===== src/rtl/ctrl_sequencer.sv =====
`default_nettype none
// +----------------------------------------------------------------------------+
// | Module  : ctrl_sequencer                                                   |
// | Purpose : Multi-cycle fetch/execute/memory/writeback control sequencer     |
// |           for a 9-bit instruction processor with cycle accounting.         |
// | Revision: 1.0 - initial release                                            |
// +----------------------------------------------------------------------------+
module ctrl_sequencer (
  input  logic        Clk,
  input  logic        Reset,
  input  logic        Start,
  input  logic [8:0]  InstIn,
  input  logic        MemReady,
  input  logic        AluOverflow,
  output logic [7:0]  InstAddr,
  output logic [3:0]  OP,
  output logic [2:0]  RegAddrA,
  output logic [2:0]  RegAddrB,
  output logic        RegWrEn,
  output logic        RegWrSrcMem,
  output logic        MemRdEn,
  output logic        MemWrEn,
  output logic        OverflowFlag,
  output logic        Done,
  output logic [15:0] CycleCount
);

  localparam logic [2:0] c_IDLE   = 3'd0;
  localparam logic [2:0] c_FETCH  = 3'd1;
  localparam logic [2:0] c_EXEC   = 3'd2;
  localparam logic [2:0] c_MEM    = 3'd3;
  localparam logic [2:0] c_WB     = 3'd4;
  localparam logic [2:0] c_HALTED = 3'd5;

  localparam logic [3:0] c_OP_ADD   = 4'b0000;
  localparam logic [3:0] c_OP_SUB   = 4'b0001;
  localparam logic [3:0] c_OP_LOAD  = 4'b0010;
  localparam logic [3:0] c_OP_STORE = 4'b0011;
  localparam logic [3:0] c_OP_RST   = 4'b1010;
  localparam logic [3:0] c_OP_HALT  = 4'b1011;

  localparam logic [15:0] c_COUNT_MAX = 16'hFFFF;

  logic [2:0]  r_state;
  logic [7:0]  r_pc;
  logic [8:0]  r_ir;
  logic        r_overflow;
  logic [15:0] r_cycleCount;

  logic [3:0]  w_opcode;
  logic        w_isMemOp;
  logic        w_busy;
  logic        w_updatesFlag;

  assign w_opcode      = r_ir[8:5];
  assign w_isMemOp     = (w_opcode == c_OP_LOAD) || (w_opcode == c_OP_STORE);
  assign w_busy        = (r_state == c_FETCH) || (r_state == c_EXEC) ||
                         (r_state == c_MEM)   || (r_state == c_WB);
  assign w_updatesFlag = (w_opcode == c_OP_ADD) || (w_opcode == c_OP_SUB) ||
                         (w_opcode == c_OP_RST);

  always_ff @(posedge Clk) begin
    if (Reset) begin
      r_state      <= c_IDLE;
      r_pc         <= 8'd0;
      r_ir         <= 9'd0;
      r_overflow   <= 1'b0;
      r_cycleCount <= 16'd0;
    end else begin
      if (w_busy && (r_cycleCount != c_COUNT_MAX)) begin
        r_cycleCount <= r_cycleCount + 16'd1;
      end

      case (r_state)
        c_IDLE, c_HALTED: begin
          if (Start) begin
            r_state      <= c_FETCH;
            r_pc         <= 8'd0;
            r_cycleCount <= 16'd0;
            r_overflow   <= 1'b0;
          end
        end
        c_FETCH: begin
          r_ir    <= InstIn;
          r_state <= c_EXEC;
        end
        c_EXEC: begin
          if (w_updatesFlag) begin
            r_overflow <= AluOverflow;
          end
          if (w_opcode == c_OP_HALT) begin
            r_state <= c_HALTED;
          end else if (w_isMemOp) begin
            r_state <= c_MEM;
          end else begin
            r_pc    <= r_pc + 8'd1;
            r_state <= c_FETCH;
          end
        end
        c_MEM: begin
          // Wait indefinitely for the data memory handshake.
          if (MemReady) begin
            if (w_opcode == c_OP_LOAD) begin
              r_state <= c_WB;
            end else begin
              r_pc    <= r_pc + 8'd1;
              r_state <= c_FETCH;
            end
          end
        end
        c_WB: begin
          r_pc    <= r_pc + 8'd1;
          r_state <= c_FETCH;
        end
        default: r_state <= c_IDLE;
      endcase
    end
  end

  // Strobes are masked while Reset is high so an in-flight access drops at once.
  always_comb begin
    OP          = c_OP_HALT;
    RegWrEn     = 1'b0;
    RegWrSrcMem = 1'b0;
    MemRdEn     = 1'b0;
    MemWrEn     = 1'b0;
    if (!Reset) begin
      case (r_state)
        c_EXEC: begin
          OP      = w_opcode;
          RegWrEn = (w_opcode != c_OP_HALT) && !w_isMemOp && (w_opcode != c_OP_RST);
        end
        c_MEM: begin
          OP      = w_opcode;
          MemRdEn = (w_opcode == c_OP_LOAD);
          MemWrEn = (w_opcode == c_OP_STORE);
        end
        c_WB: begin
          OP          = w_opcode;
          RegWrEn     = 1'b1;
          RegWrSrcMem = 1'b1;
        end
        default: begin
          OP = c_OP_HALT;
        end
      endcase
    end
  end

  assign InstAddr     = r_pc;
  assign RegAddrA     = r_ir[4:2];
  assign RegAddrB     = {1'b0, r_ir[1:0]};
  assign OverflowFlag = r_overflow;
  assign CycleCount   = r_cycleCount;
  assign Done         = !Reset && (r_state == c_HALTED);

endmodule
`default_nettype wire


===== config.mk =====
export PLATFORM = sky130hd
export DESIGN_NAME = ctrl_sequencer
export DESIGN_NICKNAME = d
export VERILOG_FILES = /design/src/rtl/ctrl_sequencer.sv
export SDC_FILE = /design/constraint.sdc
export NUM_CORES = 1
export LEC_CHECK = 0
export BUFFER_PORTS_ARGS = -buffer_cell sky130_fd_sc_hd__buf_2
export CORE_UTILIZATION = 48
export CTS_CLUSTER_DIAMETER = 60
export DETAILED_ROUTE_END_ITERATION = 8
export GPL_ROUTABILITY_DRIVEN = 0
export PLACE_DENSITY = 0.75
export SLEW_MARGIN = 20
export SYNTH_ARGS = -nofsm -noshare
export SYNTH_HDL_FRONTEND = slang
export SYNTH_SLANG_ARGS = --single-unit

===== constraint.sdc =====
create_clock -name Clk -period 1.7 [get_ports Clk]
set_input_delay 0.17 -clock Clk [delete_from_list [all_inputs] [get_ports Clk]]
set_output_delay 0.17 -clock Clk [all_outputs]
set_load 0.01 [all_outputs]

==> summary.txt, run 1 <==
Run status
  – Run status: finished, violations left
  – Violations in the final reports: negative setup slack

Placed design
  – Number of cells after detailed placement: 367
  – Total of buffers placed on input and output ports: 52
  – Sum of net half-perimeters after detailed placement: 3.841 mm
  – Area of placed instances: ~2600 um^2
  – Worst setup timing slack at the placement stage: -131.6 ps

Timing
  – Final number of hold-violating endpoints: 0
  – Final setup margin: -120.4 ps
  – Final max-slew violation count: 0
  – Final worst clock skew: 7.667 ps
  – Final setup violation count: 11
  – RSZ-0062 raised after global routing: yes
  – Maximum clock rate: 0.5493 GHz
  – Setup TNS: -592.9 ps
  – Min cycle time layout: 1820 ps
  – Final worst path period share: 1.071

Floorplan
  – Vertical extent of the die: 69.00 um
  – Cell row count: 23
  – Horizontal extent of the die: 69.00 um
  – Die area: 4760 um^2
  – Number of top-level design ports: 54
  – Starting utilization of the core area: 0.5199
  – Area inside the core boundary: 4144 um^2

Finish
  – Post-route insts no fill: roughly 390
  – Post-route standard cell area excluding fillers: 2979 um^2
  – Share of final-layout standard cells stronger than drive strength 1: 0.4214
  – Post-layout nets: around 350
  – Number of antenna cells inserted: 0
  – Signed area change from the synthesized netlist to the final layout: 38.27%
  – Total of fill cells in the finished design: 323

Setup path
  – Critical path class: reg -> out
  – Slowest CP cell: sky130_fd_sc_hd__dfxtp_2
  – Crit path launch type: register
  – Required time at the worst-slack endpoint: 1530 ps
  – Flop2flop setup slack: -70 ps
  – Worst reg2reg startpoint: r_state[2]
  – End point of the critical path: OP[1]
  – Crit. Startpoint: r_state[2]
  – Maximum fanout along the worst path: 6
  – Capture instance of the worst register-to-register path: InstAddr[1]
  – Worst path arrival time: 1650 ps
  – Crit end category: primary output
  – Depth of the worst register-to-register path: 7
  – Ordered cell list for the critical path: nor3b_4, nor2_4, buf_6, or3_1, buf_2
  – Slowest stage delay, CP: 440 ps

Synth
  – Dominant cells by area after synthesis: sky130_fd_sc_hd__dfxtp_1, sky130_fd_sc_hd__a21oi_1, sky130_fd_sc_hd__or4_1, sky130_fd_sc_hd__mux2i_1, sky130_fd_sc_hd__nor2_1
  – Post-Synth XOR/XNOR Area: 0.004065
  – Synthesized netlist net count: 265
  – Number of warnings issued by yosys: 0
  – Area of the mapped netlist: roughly 2200 um^2
  – Compound-Gate Fraction of Synth Area: 0.2230
  – Portion of the post-synthesis area used by sequential elements: 0.3438
  – Post-Synthesis Mean Instance Area: 8.653 um^2
  – Main combinational cell family by area after synthesis: simple AND/OR/NAND/NOR gates
  – Multiplexer share of the synthesized area: 0.03717
  – Fraction of synthesized cell area taken by the top area cell type: 0.3438
  – Area share of fa/ha/maj cells after synthesis: 0.01161
  – Post-synthesis sequential element count: 37
  – Main flop type after synthesis: sky130_fd_sc_hd__dfxtp_1
  – Largest area contributor in the synthesized netlist: sky130_fd_sc_hd__dfxtp_1
  – Async set-or-reset flop fraction in the synthesized netlist: 0
  – Number of distinct library cells after synthesis: 56
  – Number of instances in the synthesized netlist: about 250
  – Number of enable-type register cells in the synthesized netlist: 0
  – Simple-gate area share of the yosys netlist: 0.2997

Clock network
  – Source-to-sink clock delay at the later pin of the worst-skew pair: 290 ps
  – CTS Sinks: 37
  – Number of H-tree levels: 2
  – Master cell of the clock root buffer: sky130_fd_sc_hd__clkbuf_8
  – CTS tree: yes
  – Maximum clock insertion buffer count: 2
  – Clock transition at path regs: ~80 ps
  – CTS Buf Count: 5

Route
  – Wirelength per Cell: 15.52 um
  – Via density: 5.987
  – Total wire length after detailed routing: 6.007 mm
  – Via count of the routed design: 2,317
  – DRT antenna net count: 0
  – Count of routing violations after the opening detailed-route iteration: roughly 190
  – Residual DRC count: 0
  – Number of search-and-repair iterations in the first detailed-routing pass: 4

Global routing
  – Overflow after GRT: 0
  – Combined global-route utilization of all metal layers: 0.2461
  – Vias in the first global route: 1,910
  – Largest net degree at the start of global routing: 21
  – Initial antenna violation count: 0
  – Global-route wire length before repair: roughly 8.7 mm

Min path
  – Kind of path behind the tightest hold check: in -> reg

Power and ir drop
  – Maximum resistive drop on vdd: 489.3 uV
  – Leak: about 0.0012 uW
  – Cell Pwr Density: 697.7 nW/um^2

Job
  – Number of max-capacitance violations reported: 0
-- cells in the final DEF (no fill, tap or decap), types with 8 or more instances in the layout --
cell type and n:
sky130_fd_sc_hd__nor2_1 20, sky130_fd_sc_hd__dfxtp_1 30, sky130_fd_sc_hd__nand2_1 12, sky130_fd_sc_hd__nand3_1 11, sky130_fd_sc_hd__or4_1 9, sky130_fd_sc_hd__a21oi_1 15
sky130_fd_sc_hd__nor3_1 9, sky130_fd_sc_hd__buf_4 43, sky130_fd_sc_hd__mux2i_1 8, sky130_fd_sc_hd__o31ai_1 8, sky130_fd_sc_hd__buf_2 51
-- sequential cells by signal (all words and copies together), names as in the netlist --
signal,flops
OverflowFlag,1
r_state,3
CycleCount,16
r_ir,9
InstAddr,8
-- power breakdown --
part	total [uW]	switching, uW	leakage (uW)	internal [uW]
sequential	912	23.0	0.000303	889
combinational	369	190	0.000836	179
clock	798	319	0.0000585	478
-- layer usage --
metal	GRT usage	part of all wire	routed length (um)	vias up
li1	-	-	-	1127
met1	0.3178	0.45	2728	1101
met2	0.4005	0.48	2872	77
met3	0.05263	0.049	295	12
met4	0.08673	0.018	110	0
met5	0	0	0	-
-- worst max-delay path: cells and delay by family, from the launching register on --
family / cells / cell delay (ps)
flip-flops: 1 / 440
buffers and inverters: 2 / 270
AND/OR/NAND/NOR: 3 / 640
-- repair_timing --
item                                    in CTS  in global routing
resized for setup                           16                 24
hold buffers                                 0                  0
buffers inserted                             6                  7
pin swaps                                    8                  7
endpoints found under the setup margin      18                 27
-- cell type report --
cell class / count / area [um^2] / share of cell area
clock buffer: 7 / 86.33 / 0.02898
clock inverter: 1 / 30.03 / 0.01008
inverter: 6 / 22.52 / 0.007560
multi-input combinational: 187 / 1386 / 0.4654
timing repair buffer: 99 / 634.4 / 0.2129
tap: 50 / 62.56 / 0.02100
sequential: 37 / 757.0 / 0.2541
-- synth_stat cells, drive strengths merged, types with 6 or more instances --
master,instances
a21oi,17
a32o,6
buf,14
dfxtp,37
inv,6
mux2i,8
nand2,14
nand3,12
nor2,21
nor3,9
nor3b,7
o21ai,7
o31ai,8
or3,6
or4,11
-- logic make-up (layout without fill, tap and decap cells) --
| family | after synthesis | count (layout) |
|---|---|---|
| AOI/OAI and AO/OA | 65 | 65 |
| xor gates and xnor gates | 1 | 1 |
| adders and majority gates | 2 | 2 |
| buffers and inverters | 25 | 113 |
| DFF | 37 | 37 |
| muxes | 8 | 8 |
| other | 1 | 1 |
| and+or+nand+nor | 110 | 110 |
-- through the flow --
stage	util	power [uW]	hold slack (ps)
finish	0.7189	2079	105.7
global route	0.7189	2164	108.0
global placement	0.6283	1220	401.2
floorplan	-	1122	308.6
CTS	0.6800	2030	117.7
detailed placement	0.6283	1226	417.9
-- how the worst min path moves through the flow --
stage               slack (ps)      end       from  cells after the start
floorplan                  310  r_ir[8]  InstIn[8]                      2
global placement           400  r_ir[1]  InstIn[1]                      3
detailed placement         420  r_ir[3]  InstIn[3]                      3
CTS                        120  r_ir[3]  InstIn[3]                      3
global route               110  r_ir[5]  InstIn[5]                      3
finish                     110  r_ir[3]  InstIn[3]                      3
Power figures use the tool's default switching activity.
==> inputs of run 2 (changes only) <==
- PLACE_DENSITY: 0.75 -> 0.76
==> run 2 against run 1 <==
  * The flow still finishes with violations (negative setup slack)
  * Global-route usage up 1.4 points
  * Sequential share of layout area is 1.1 points higher
  * Worst setup slack improved by 62 ps
  * Flip-flop and latch count unchanged
  * Combinational power down 12%
  * Hold slack better by 12 ps
  * Clock power fell by 21%
  * Final area is 4.3% lower
  * Non-clock buffer count decreased by 3
  * Fmax up 3.6%
  * Largest cell class unchanged
  * Highest routed layer unchanged
==> summary.txt, run 2 (synthesis gave the netlist of run 1 again) <==
Power and ir drop
  – Switching share of power: 0.2680 (+0.01188)
  – Power share of the clock group: 0.337 (-0.047)
  – Combinational share of power: 0.173 (-0.005)
  – Fraction of power consumed by sequential logic: 0.490 (+0.051)
  – Internal power: 1367 uW (-12%)
  – Maximum resistive drop on vdd: 540.1 uV (+10%)
  – Post-route total power: 1867 uW (-10%)
  – Leak: 0.001153 uW (-3.8%)
  – Net switching power figure: 500.4 uW (-6.0%)
  – Cell Pwr Density: 655.0 nW/um^2 (-6.1%)

Timing
  – Final max-slew violation count: 0 (unchanged)
  – Final worst path period share: 1.034 (-0.03672)
  – Final worst clock skew: 7.481 ps (-0.1857 ps)
  – Min cycle time layout: 1758 ps (-62.42 ps)
  – Smallest hold slack: 117.9 ps (+12.17 ps)
  – Final setup violation count: 2 (-9)
  – RSZ-0062 raised after global routing: yes
  – Maximum clock rate: 0.5688 GHz (+3.6%)
  – Final setup margin: -57.96 ps (+62.42 ps)
  – Final number of hold-violating endpoints: 0 (unchanged)

Global routing
  – Initial antenna violation count: 0 (unchanged)
  – Global-route wire length before repair: 9.252 mm (+6.3%)
  – Overflow after GRT: 0 (unchanged)
  – Largest net degree at the start of global routing: 24 (+14%)
  – Combined global-route utilization of all metal layers: 0.2596 (+0.01355)
  – Vias in the first global route: 2,034 (+6.5%)

Setup path
  – Worst path arrival time: 1590 ps (-60 ps)
  – Required time at the worst-slack endpoint: 1530 ps (about the same)
  – Crit path launch type: register
  – Crit end category: primary output
  – Slowest stage delay, CP: 420 ps (-20 ps)
  – Slowest CP cell: sky130_fd_sc_hd__dfxtp_4
  – Critical path class: reg -> out
  – Maximum fanout along the worst path: 10 (+4)
  – Depth of the worst register-to-register path: 5 (-2)
  – Ordered cell list for the critical path: nor2b_4, nor2_4, buf_6, or3_1, buf_2

Floorplan
  – Die area: 4760 um^2 (unchanged)
  – Horizontal extent of the die: 69.00 um (unchanged)
  – Number of top-level design ports: 54 (unchanged)
  – Starting utilization of the core area: 0.5199 (unchanged)
  – Area inside the core boundary: 4144 um^2 (unchanged)
  – Vertical extent of the die: 69.00 um (unchanged)
  – Cell row count: 23 (unchanged)

Finish
  – Most used cells in the layout excluding fill and tap cells: sky130_fd_sc_hd__buf_2, sky130_fd_sc_hd__buf_4, sky130_fd_sc_hd__dfxtp_1, sky130_fd_sc_hd__nor2_1, sky130_fd_sc_hd__a21oi_1
  – Post-route insts no fill: 383 (-1.0%)
  – Share of final-layout standard cells stronger than drive strength 1: 0.3814 (-0.03998)
  – Area of combinational cells with multiple inputs: 1318 um^2 (-5.0%)
  – Number of antenna cells inserted: 0 (unchanged)
  – Area occupied by registers: 757.0 um^2 (unchanged)
  – Total of fill cells in the finished design: 341 (+5.6%)
  – Signed area change from the synthesized netlist to the final layout: 32.29%
  – Leading cell type in the layout, fill and taps excluded: sky130_fd_sc_hd__buf_2
  – Max reg flops: 16 (unchanged)
  – Post-layout nets: 349 (-0.85%)
  – Util after Layout: 0.6878 (-0.03110)

Min path
  – Kind of path behind the tightest hold check: in -> reg
  – Hold Crit Depth: 3 (unchanged)

Run status
  – Run status: finished, violations left
  – Violations in the final reports: negative setup slack

Clock network
  – Maximum clock insertion buffer count: 2 (unchanged)
  – CTS tree: yes
  – Clock transition at path regs: 80 ps (about the same)
  – Source-to-sink clock delay at the later pin of the worst-skew pair: 290 ps (about the same)
  – Number of H-tree levels: 2 (unchanged)
  – CTS Sinks: 37 (unchanged)
  – CTS Buf Count: 5 (unchanged)
  – Master cell of the clock root buffer: sky130_fd_sc_hd__clkbuf_8

Route
  – Via density: 5.903 (-1.4%)
  – Via count of the routed design: 2,261 (-2.4%)
  – Count of routing violations after the opening detailed-route iteration: 127 (-34%)
  – Residual DRC count: 0 (unchanged)
  – Total wire length after detailed routing: 5.839 mm (-2.8%)
  – DRT antenna net count: 0 (unchanged)
  – Wirelength per Cell: 15.25 um (-1.8%)
  – Number of search-and-repair iterations in the first detailed-routing pass: 4 (unchanged)

Placed design
  – Sum of net half-perimeters after detailed placement: 3.942 mm (+2.6%)
  – Total of buffers placed on input and output ports: 52 (unchanged)
  – Number of cells after detailed placement: 370 (+0.82%)
  – Worst setup timing slack at the placement stage: -275.3 ps (-143.7 ps)

Job
  – Number of max-capacitance violations reported: 0 (unchanged)
[run 2: cell type report]
type / instances / area share
flip-flops and latches: 37 / 0.2656
inverters: 6 / 0.007902
repair buffers: 96 / 0.2120
multi-input cells: 187 / 0.4622
well taps: 50 / 0.02195
clock buffers: 7 / 0.03029
[run 2: worst max-delay path, delay by kind of cell, from the launching register on]
| family | cells | cell delay, ps |
|---|---|---|
| flops | 1 | 420 |
| simple gates | 3 | 620 |
| buf+inv | 2 | 270 |
[run 2: worst paths after layout]
path | slack, ps | endpoint | start
hold reg to reg | 470 | OverflowFlag | OverflowFlag
hold / removal | 120 | r_ir[2] | InstIn[2]
setup / recovery | -60 | OP[0] | r_state[1]
setup reg to reg | 0 | CycleCount[14] | CycleCount[1]
[run 2: metal layers]
metal / vias up / share of wire / GRT usage / wire length (um)
li1: 1124 / - / - / -
met1: 1059 / 0.45 / 0.3182 / 2617
met2: 67 / 0.49 / 0.4369 / 2837
met3: 11 / 0.048 / 0.06250 / 281
met4: 0 / 0.017 / 0.09439 / 102
met5: - / 0 / 0 / 0
[run 2: repair_timing]
action / CTS / global route
hold buffers: 0 / 0
setup buffers: 5 / 1
resized for setup: 17 / 8
pin swaps: 2 / 4
setup endpoints to repair: 24 / 25
[run 2: power groups by stage]
| stage | combinational (uW) | clock (uW) | sequential (uW) |
|---|---|---|---|
| 2_1_floorplan | 198 | 0 | 924 |
| 3_3_place_gp | 287 | 0 | 930 |
| 6_report | 324 | 629 | 914 |
| 4_1_cts | 314 | 646 | 913 |
| 5_1_grt | 353 | 680 | 917 |
| 3_5_place_dp | 292 | 0 | 932 |
[run 2: stage by stage]
step                setup TNS [ps]  area [um^2]
global placement            -738.1         2626
CTS                         -99.42         2820
finish                      -108.6         2850
global route                 -1063         2850
floorplan                        0         2161
detailed placement           -2190         2626
==> inputs of run 3 (changes only) <==
- CORE_UTILIZATION: 48 -> 57
- PLACE_DENSITY: 0.76 -> 0.85
- clock period: 1.7 -> 2.05 ns (I/O delays scaled with it)
==> run 3 against run 2 <==
  * The run now ends clean
  * First-iteration DRC count increased by 50%
  * Sequential share of layout area increased by 2.5 points
  * Critical endpoint is now InstAddr[0]
  * Die area decreased by 15%
  * Largest power group unchanged
  * Clock power increased by 20%
  * Final area decreased by 10%
  * Clock-buffer cell count decreased by 2
  * Combinational power decreased by 37%
  * Largest cell class unchanged
  * Critical path depth decreased by 1
==> summary.txt, run 3 (synthesis gave the netlist of run 1 again) <==
Route
  – Residual DRC count: 0 (unchanged)
  – Wirelength per Cell: 15.21 um (-0.21%)
  – Via density: 6.202 (+5.1%)
  – DRT antenna net count: 0 (unchanged)
  – Number of search-and-repair iterations in the first detailed-routing pass: 4 (unchanged)
  – Total wire length after detailed routing: 5.279 mm (-9.6%)
  – Count of routing violations after the opening detailed-route iteration: 191 (+50%)
  – Via count of the routed design: 2,152 (-4.8%)

Setup path
  – Buffer and inverter count on the worst path: 0 (-2)
  – Depth of the worst register-to-register path: 4 (-1)
  – Total stage count of the critical path: 4 (-1)
  – Ordered cell list for the critical path: nor4b_2, nand3_1, a311oi_1, a31o_2
  – End point of the critical path: InstAddr[0]
  – Flop2flop setup slack: 80 ps (+80 ps)
  – Crit end category: register
  – Critical path class: reg -> reg
  – Slowest CP cell: sky130_fd_sc_hd__nor4b_2
  – Crit path launch type: register
  – Maximum fanout along the worst path: 9 (-1)
  – Crit. Startpoint: r_ir[8]
  – Slowest stage delay, CP: 540 ps (+120 ps)
  – Worst reg2reg startpoint: r_ir[8]
  – Required time at the worst-slack endpoint: 2290 ps (+760 ps)
  – Worst path arrival time: 2210 ps (+620 ps)
  – Capture instance of the worst register-to-register path: InstAddr[0]
  – Cell family with the largest share of critical-path delay: simple AND/OR/NAND/NOR gates

Placed design
  – Sum of net half-perimeters after detailed placement: 3.622 mm (-8.1%)
  – Total of buffers placed on input and output ports: 52 (unchanged)
  – Worst setup timing slack at the placement stage: 80.35 ps (+355.7 ps)

Floorplan
  – Starting utilization of the core area: 0.6212 (+0.1013)
  – Vertical extent of the die: 63.48 um (-8.0%)
  – Die area: 4030 um^2 (-15%)
  – Area inside the core boundary: 3468 um^2 (-16%)
  – Number of top-level design ports: 54 (unchanged)
  – Cell row count: 21 (-8.7%)
  – Horizontal extent of the die: 63.48 um (-8.0%)

Global routing
  – Initial antenna violation count: 0 (unchanged)
  – Combined global-route utilization of all metal layers: 0.2721 (+0.01250)
  – Largest net degree at the start of global routing: 24 (unchanged)
  – Overflow after GRT: 0 (unchanged)
  – Global-route wire length before repair: 8.749 mm (-5.4%)
  – Vias in the first global route: 1,922 (-5.5%)

Finish
  – Number of antenna cells inserted: 0 (unchanged)
  – Total of fill cells in the finished design: 291 (-15%)
  – Max reg flops: 16 (unchanged)
  – Util after Layout: 0.7395 (+0.05174)
  – Leading cell type in the layout, fill and taps excluded: sky130_fd_sc_hd__buf_2
  – Share of final-layout standard cells stronger than drive strength 1: 0.2890 (-0.09234)
  – Most used cells in the layout excluding fill and tap cells: sky130_fd_sc_hd__buf_2, sky130_fd_sc_hd__dfxtp_1, sky130_fd_sc_hd__nor2_1, sky130_fd_sc_hd__a21oi_1, sky130_fd_sc_hd__nand2_1
  – Signed area change from the synthesized netlist to the final layout: 19.05%
  – Post-layout nets: 316 (-9.5%)

Timing
  – Final setup margin: 78.11 ps (+136.1 ps)
  – Final worst clock skew: 8.449 ps (+0.9675 ps)
  – Final worst path period share: 0.9619
  – Max-slew headroom at the worst pin: 0.6292
  – Min cycle time layout: between 1500 and 2000 ps
  – Final number of hold-violating endpoints: 0 (unchanged)
  – Slew at the pin closest to its max-slew limit: 552.9 ps
  – Setup TNS: 0 ps (+108.6 ps)
  – Final max-slew violation count: 0 (unchanged)
  – Maximum clock rate: 0.5071 GHz
  – RSZ-0062 raised after global routing: no
  – Final setup violation count: 0 (-2)

Clock network
  – CTS Sinks: 37 (unchanged)
  – Setup repair bufs after CTS: 0 (-5)
  – CTS tree: yes
  – Hold-fix buffers at CTS: 0 (unchanged)
  – Source-to-sink clock delay at the later pin of the worst-skew pair: 290 ps (about the same)
  – Maximum clock insertion buffer count: 2 (unchanged)
  – CTS Buf Count: 5 (unchanged)
  – Number of H-tree levels: 2 (unchanged)
  – Master cell of the clock root buffer: sky130_fd_sc_hd__clkbuf_8
  – Clock transition at path regs: 80 ps (about the same)

Min path
  – Kind of path behind the tightest hold check: in -> reg
  – Launch instance of the worst min-delay path: InstIn[8]
  – Hold Crit Depth: 3 (unchanged)

Job
  – Number of max-capacitance violations reported: 0 (unchanged)

Run status
  – Run status: complete, no violations

Power and ir drop
  – Cell Pwr Density: 671.3 nW/um^2 (+2.5%)
  – Maximum resistive drop on vdd: 433.8 uV (-20%)
  – Leak: 0.0009990 uW (-13%)
## run 3: cell types whose count changed in the layout (fill, tap and decap cells not counted), moves of 2 or more
cell and delta:
sky130_fd_sc_hd__dfxtp_1 +2, sky130_fd_sc_hd__buf_6 -3, sky130_fd_sc_hd__bufinv_16 +2, sky130_fd_sc_hd__nor4_1 +2
sky130_fd_sc_hd__nor4_2 -2, sky130_fd_sc_hd__dfxtp_2 +2, sky130_fd_sc_hd__dfxtp_4 -4, sky130_fd_sc_hd__buf_4 -31
## run 3: layer usage
layer	vias up	track usage	wire, um
li1	1059	-	-
met1	1003	0.3583	2354
met2	84	0.4375	2510
met3	6	0.06159	365
met4	0	0.08523	48
met5	-	0	0
## run 3: worst min-delay path by stage
stage	end	slack, ps
after global placement	r_ir[8]	430
after global routing	r_ir[7]	140
after floorplan	r_ir[8]	340
after detailed placement	r_ir[8]	440
after CTS	r_ir[8]	140
final	r_ir[8]	140
## run 3: worst register-to-register path, delay by kind of cell (launching register included)
family	cells	cell delay, ps
simple gates	2	860
flops	1	410
compound gates	2	640
## run 3: layout make-up
type	count	area, um^2	area share
timing repair buffer	63	342.8	0.1337
clock buffer	5	68.82	0.02683
inverter	6	22.52	0.008780
clock inverter	3	65.06	0.02537
multi-input combinational	187	1264	0.4927
sequential	37	744.5	0.2902
tap	46	57.56	0.02244
## run 3: timing repair
action | CTS | global route
endpoints found under the hold margin | 0 | 0
gates cloned | 0 | 0
setup endpoints to repair | 1 | 10
resized for setup | 1 | 4
## run 3: through the flow
stage | cells | hold WS (ps) | power (uW) | instance area (um^2)
floorplan | 249 | 343.6 | 930.5 | 2155
global placement | 339 | 428.5 | 972.8 | 2412
detailed placement | 339 | 441.9 | 978.0 | 2412
CTS | 347 | 137.0 | 1719 | 2547
global route | 347 | 144.5 | 1783 | 2565
finish | 347 | 140.7 | 1722 | 2565
## run 3: power by group
| part | switching [uW] | internal, uW |
|---|---|---|
| sequential | 27.3 | 737 |
| clock | 269 | 483 |
| combinational | 115 | 89.8 |
| total | 411 | 1310 |
